`src/rtl/ieee_to_fphub_conv.sv`:
```
// IEEE-754 to HUB operand conversion for the X/Y inputs of the HUB multiplier.
// Two register stages (class decode, then pack) with a lossless valid/ready skid.
module ieee_to_fphub_conv #(
  parameter int M = 23,
  parameter int E = 8
) (
  input  logic         clk,
  input  logic         rst,
  input  logic         in_valid,
  output logic         in_ready,
  input  logic [E+M:0] in_a,
  input  logic [E+M:0] in_b,
  output logic         out_valid,
  input  logic         out_ready,
  output logic [E+M:0] out_x,
  output logic [E+M:0] out_y,
  output logic [5:0]   out_flags
);
  localparam int W    = 1 + E + M;
  localparam int NOPS = 2;

  typedef struct packed {
    logic zero;
    logic sub;
    logic inf;
    logic nan;
    logic maxe;
  } cls_t;

  typedef struct packed {
    logic nan;
    logic sat;
    logic flush;
  } flg_t;

  // Operand index 1 is A / X, index 0 is B / Y.
  logic [NOPS-1:0][W-1:0] w_in, r_s1_op, w_hub, r_s2_op;
  cls_t [NOPS-1:0]        w_cls, r_s1_cls;
  flg_t [NOPS-1:0]        w_flg, r_s2_flg;
  logic                   r_s1_vld, r_s2_vld;
  logic                   w_s1_load, w_s2_load;

  assign w_in = {in_a, in_b};

  for (genvar g = 0; g < NOPS; g++) begin : g_op
    logic [E-1:0] w_e;
    logic [M-1:0] w_f;
    logic         w_s2s;
    logic [E-1:0] w_s2e;
    logic [M-1:0] w_s2f;
    logic [W-1:0] w_pack;
    flg_t         w_fl;

    assign w_e = w_in[g][W-2:M];
    assign w_f = w_in[g][M-1:0];
    assign w_cls[g] = {(w_e == '0) && (w_f == '0),
                       (w_e == '0) && (w_f != '0),
                       (w_e == '1) && (w_f == '0),
                       (w_e == '1) && (w_f != '0),
                       w_e == {{(E-1){1'b1}}, 1'b0}};

    assign w_s2s = r_s1_op[g][W-1];
    assign w_s2e = r_s1_op[g][W-2:M];
    assign w_s2f = r_s1_op[g][M-1:0];

    // Largest finite IEEE exponent would rebias onto the reserved all-ones code.
    always_comb begin
      w_pack = {w_s2s, w_s2e + E'(1), w_s2f};
      w_fl   = '0;
      if (r_s1_cls[g].zero || r_s1_cls[g].sub) begin
        w_pack   = {w_s2s, {(W-1){1'b0}}};
        w_fl.flush = r_s1_cls[g].sub;
      end else if (r_s1_cls[g].nan) begin
        w_pack = {1'b0, {E{1'b1}}, 1'b1, {(M-1){1'b0}}};
        w_fl.nan = 1'b1;
      end else if (r_s1_cls[g].inf || r_s1_cls[g].maxe) begin
        w_pack = {w_s2s, {(W-1){1'b1}}};
        w_fl.sat = 1'b1;
      end
    end

    assign w_hub[g] = w_pack;
    assign w_flg[g] = w_fl;
  end

  assign w_s2_load = r_s1_vld & (~r_s2_vld | out_ready);
  assign in_ready  = ~r_s1_vld | w_s2_load;
  assign w_s1_load = in_valid & in_ready;

  always_ff @(posedge clk) begin
    if (rst) begin
      r_s1_vld <= 1'b0;
      r_s2_vld <= 1'b0;
      r_s1_op  <= '0;
      r_s1_cls <= '0;
      r_s2_op  <= '0;
      r_s2_flg <= '0;
    end else begin
      if (w_s1_load)      r_s1_vld <= 1'b1;
      else if (w_s2_load) r_s1_vld <= 1'b0;
      if (w_s2_load)      r_s2_vld <= 1'b1;
      else if (out_ready) r_s2_vld <= 1'b0;
      if (w_s1_load) begin
        r_s1_op  <= w_in;
        r_s1_cls <= w_cls;
      end
      if (w_s2_load) begin
        r_s2_op  <= w_hub;
        r_s2_flg <= w_flg;
      end
    end
  end

  assign out_valid = r_s2_vld;
  assign out_x     = r_s2_op[1];
  assign out_y     = r_s2_op[0];
  assign out_flags = {r_s2_flg[1], r_s2_flg[0]};

endmodule

```
`config.mk`:
```
export PLATFORM = sky130hd
export DESIGN_NAME = ieee_to_fphub_conv
export DESIGN_NICKNAME = d
export VERILOG_FILES = /design/src/rtl/ieee_to_fphub_conv.sv
export SDC_FILE = /design/constraint.sdc
export NUM_CORES = 1
export LEC_CHECK = 0
export ABC_AREA = 1
export CORE_ASPECT_RATIO = 0.8
export CORE_MARGIN = 2
export CORE_UTILIZATION = 27
export CTS_BUF_LIST = sky130_fd_sc_hd__clkbuf_8
export CTS_CLUSTER_DIAMETER = 150
export DETAILED_ROUTE_END_ITERATION = 8
export GPL_ROUTABILITY_DRIVEN = 0
export PLACE_DENSITY = 0.57
export SYNTH_ARGS = -nofsm -noshare
export SYNTH_HDL_FRONTEND = slang
export SYNTH_SLANG_ARGS = --single-unit
```
`constraint.sdc`:
```
create_clock -name clk -period 1.95 [get_ports clk]
set_clock_uncertainty 0.05 [all_clocks]
set_input_delay 0.39 -clock clk [delete_from_list [all_inputs] [get_ports clk]]
set_output_delay 0.39 -clock clk [all_outputs]
set_load 0.01 [all_outputs]
```
Word level (Yosys, flattened, before mapping)
Index checks and enable logic that the tools add are counted.
{"block": "op_classes", "n_reduce_logical": 20, "n_bitwise": 6, "n_mux": 20, "div_mod_pow": 0, "addsub": 2, "n_eq_ne": 4, "n_mul": 0, "magnitude_cmp": 0, "shifts": 0}
{"operator": "32-bit two-way mux", "count": 4}
{"operator": "31-bit two-way mux", "count": 2}
{"operator": "23-bit logical NOT", "count": 2}
{"operator": "23-bit nonzero test", "count": 2}
{"operator": "8-bit equality test (second input constant)", "count": 4}
{"operator": "8-bit by 1-bit adder with 8-bit output (second input constant)", "count": 2}
{"operator": "8-bit logical NOT", "count": 2}
{"operator": "1-bit two-way mux", "count": 12}
{"operator": "1-bit logical AND", "count": 8}
{"operator": "1-bit logical OR", "count": 4}
{"operator": "2-bit two-way mux", "count": 2}
{"operator": "2-bit nonzero test", "count": 2}
{"operator": "1-bit bitwise AND", "count": 2}
{"operator": "1-bit inverter", "count": 2}
{"operator": "1-bit OR", "count": 2}
{"block": "word_totals", "regBits": 146, "ramBits": 0, "memories": 0, "latchBits": 0, "romBits": 0}

Longest topological paths before layout
{"block": "logic_depth", "depth_word": 6, "mapped_depth": 9}

Worst setup path after synthesis
Ideal clock, no wire load.
{"block": "synth_path", "kind": "register to register", "startpoint": "register r_s2_vld (netlist: out_valid)", "endpoint": "register r_s1_op, in the netlist g_op[0].w_s2e[1]", "setup_slack_ns": 0.634, "t_required_ns": 1.784, "path_stages_with_launch": 8, "setup_ns": 0.116, "t_arrival_ns": 1.150, "path_buffers": 2, "cell_sequence": "dfxtp_1 > nand3_2 > nand2_2 > inv_2 > buf_4 > buf_2 > nor2_1 > nor2_1"}
{"block": "synth_between", "elab_chain_cells": 5}
{"item": "start: declaration", "line": "40", "rtl": "logic r_s1_vld, r_s2_vld;"}
{"item": "start signal: assignment", "line": "93", "rtl": "r_s2_vld <= 1'b0;"}
{"item": "start signal: assignment", "line": "101", "rtl": "if (w_s2_load) r_s2_vld <= 1'b1;"}
{"item": "start signal: assignment", "line": "102", "rtl": "else if (out_ready) r_s2_vld <= 1'b0;"}
{"item": "1-bit inverter", "line": "86", "rtl": "assign w_s2_load = r_s1_vld & (~r_s2_vld | out_ready);"}
{"item": "1-bit OR", "line": "86"}
{"item": "1-bit bitwise AND", "line": "86"}
{"item": "1-bit OR", "line": "87", "rtl": "assign in_ready = ~r_s1_vld | w_s2_load;"}
{"item": "via in_ready", "line": "10", "rtl": "output logic in_ready,"}
{"item": "1-bit bitwise AND", "line": "88", "rtl": "assign w_s1_load = in_valid & in_ready;"}
{"item": "end signal: assignment", "line": "104", "rtl": "r_s1_op <= w_in;"}
{"item": "end: declaration", "line": "37", "rtl": "logic [NOPS-1:0][W-1:0] w_in, r_s1_op, w_hub, r_s2_op;"}
The timed path passes the listed nets, and every way through them passes these cells.
A chain may end at the register's enable or synchronous reset.

Final worst setup path
{"block": "layout_path", "startpoint": "register r_s2_vld (netlist: out_valid)", "endpoint": "output port out_valid"}
{"item": "end: declaration", "line": "13", "rtl": "output logic out_valid,"}
No word-level cell between the ends.

==> flow_metrics.tcl <==
set metrics [dict create \
    gr-total-overflow 0 \
    status "complete, but fails checks" \
    drt-vias-per-instance 4.54 \
    crit_chain "clkdlybuf4s50_1" \
    hold_path.class "input pin to flip-flop" \
    end_kind "output pin" \
    post_cts_buffers 0 \
    finalNetCount 979 \
    synth-seq-cells 146 \
    layout.cells.most_common_list "nor2_1 (160), dfxtp_1 (146), clkdlybuf4s50_1 (137), nand2_1 (132), a21oi_1 (90)" \
    crit_fanout 3 \
    whs_ns 0.370 \
    htree_levels 4 \
    drc_errors 5 \
    clk_pin_slew_ns 0.09 \
    drt_iter0_markers 357 \
    cts_tree "built" \
    ant_nets 0 \
    worstSkewPairLatency_ns 0.44 \
    grt_pass1_vias 4880 \
    crit_start "out_valid" \
    wl_um 16500 \
    path_delay_family "buffers and inverters" \
    maxCapViolCount 0 \
    worst_pin_slew_ns 0.650 \
    syn_area_um2 5770 \
    dp_cells 1159 \
    antenna_found_initial 0 \
    coreArea_um2 20800 \
    n_antenna_cell 0 \
    final_common_cell "nor2_1" \
    rsz0062_at_grt "false" \
    r2r_start "out_valid" \
    slew_headroom 0.567 \
    dpl.hpwl_um 11700 \
    die_h_um 135 \
    netlist_instances 774 \
    grtUsageTotal 0.148 \
    hold_violations 0 \
    area_growth_pct 35.5 \
    vias 5398 \
    critPathArrivalTime_ns 1.41 \
    fill_cells 2228 \
    p_leak_nw 2.90 \
    root_buffer "clkbuf_8" \
    postCtsHoldBufs 0 \
    cts_resized 1 \
    max_freq_ghz 0.542 \
    syn-num-nets 844 \
    clock_sinks 146 \
    clockBufferDepth 2 \
    rows 47 \
    dieWidth_um 167 \
    max-vdd-ir-drop_v 0.000304 \
    crit_buf_inv 1 \
    drive_gt1_frac 0.0760 \
    min_from "rst" \
    power.density_nw_per_um2 801 \
    slew_violations 0 \
    min_period_ns 1.85 \
    synth.distinct_cells 27 \
    numCtsBuffers 17 \
    slowest_delay_ns 0.57 \
    avgSynthCellArea_um2 7.45 \
    first_pass_iters 6 \
    ioPinCount 140 \
    start_kind "flip-flop" \
    grt_max_degree 57 \
    grt_pass1_wl_um 26400 \
    finalNonFillerCells 1190 \
    yosysWarnings 0 \
    cp.required_ns 1.51 \
    worst-setup-path-type "flip-flop to output pin" \
    wl_per_cell_um 13.9 \
    finalSetupTns_ns 0 \
    initial_core_util 0.277 \
    seq_area_frac_synth 0.507 \
    cpMaxStageDelayCell "clkdlybuf4s50_1" \
    dieArea_um2 22500 \
    fin_crit_sh 0.947 \
    p_total_mw 6.26 \
    setup_viol 0 \
    io_buffers 139 \
    fin_util 0.375 \
    violations "design-rule violations" \
]
[layer usage]
layer  GRT usage  share of wire
met1       0.211           0.50
met2       0.219           0.43
met3      0.0451          0.060
met4      0.0319         0.0060
met5           0              0
[stage by stage]
step	setup slack, ns	instance area (µm²)
final	0.104	7810
after global placement	-0.139	7470
after detailed placement	-0.132	7470
after CTS	0.0713	7810
after global routing	0.0411	7810
after floorplan	0.634	5770
[cells by family after synthesis]
family                     synth area share
and+or+nand+nor                       0.231
AOI/OAI and AO/OA                     0.195
DFF                                   0.507
buffers and inverters                0.0597
xor gates and xnor gates            0.00304
adders and majority gates           0.00434
[flip-flops by register name (all words and copies together), names as in the netlist]
register and cells:
r_s1_vld 1, out_x 32, out_flags 6, g_op.w_s2f 46, r_s1_cls 10, out_valid 1
g_op.w_s2s 2, g_op.w_s2e 16, out_y 32
[cells in the mapped netlist]
cell | count | share of area
nand3_2 | 1 | 0.0017
ha_1 | 2 | 0.0043
nand2_4 | 1 | 0.0020
nor2_1 | 160 | 0.10
or2_2 | 2 | 0.0022
nor2_4 | 2 | 0.0039
o21ai_1 | 39 | 0.034
inv_2 | 3 | 0.0020
a21oi_1 | 90 | 0.078
o21ai_0 | 89 | 0.077
clkinv_2 | 1 | 0.00087
nand4_1 | 4 | 0.0043
dfxtp_1 | 146 | 0.51
nand2_2 | 4 | 0.0043
nand3b_1 | 2 | 0.0026
nand3_1 | 16 | 0.014
a22oi_1 | 2 | 0.0026
o211a_1 | 2 | 0.0035
nor2_2 | 2 | 0.0022
nor3_1 | 4 | 0.0035
xor2_1 | 2 | 0.0030
clkbuf_1 | 25 | 0.016
nand2_1 | 132 | 0.086
buf_4 | 6 | 0.0078
buf_6 | 5 | 0.0098
inv_1 | 22 | 0.014
buf_2 | 10 | 0.0087
[path summary, 6_finish.rpt]
kind / endpoint / slack, ns / cells after the start
max: out_valid / 0.10 / 1
min: g_op[0].w_s2f[20] / 0.37 / 5
max reg2reg: r_s1_cls[0] / 0.50 / 6
min reg2reg: r_s1_cls[7] / 0.41 / 2
[area by class of cell]
type,instances,area [µm²],area share
Tap cell,269,337,0.0431
Clock buffer,19,262,0.0335
Multi-Input combinational cell,556,2500,0.320
Timing Repair Buffer,162,1610,0.206
Clock inverter,12,85.1,0.0109
Sequential cell,146,2920,0.374
Inverter,26,98.8,0.0127
[power by group]
| group | switching [mW] | internal (mW) |
|---|---|---|
| Clock | 1.20 | 0.941 |
| Sequential | 0.0969 | 3.15 |
| Combinational | 0.447 | 0.419 |
(Power assumes the default switching activity.)
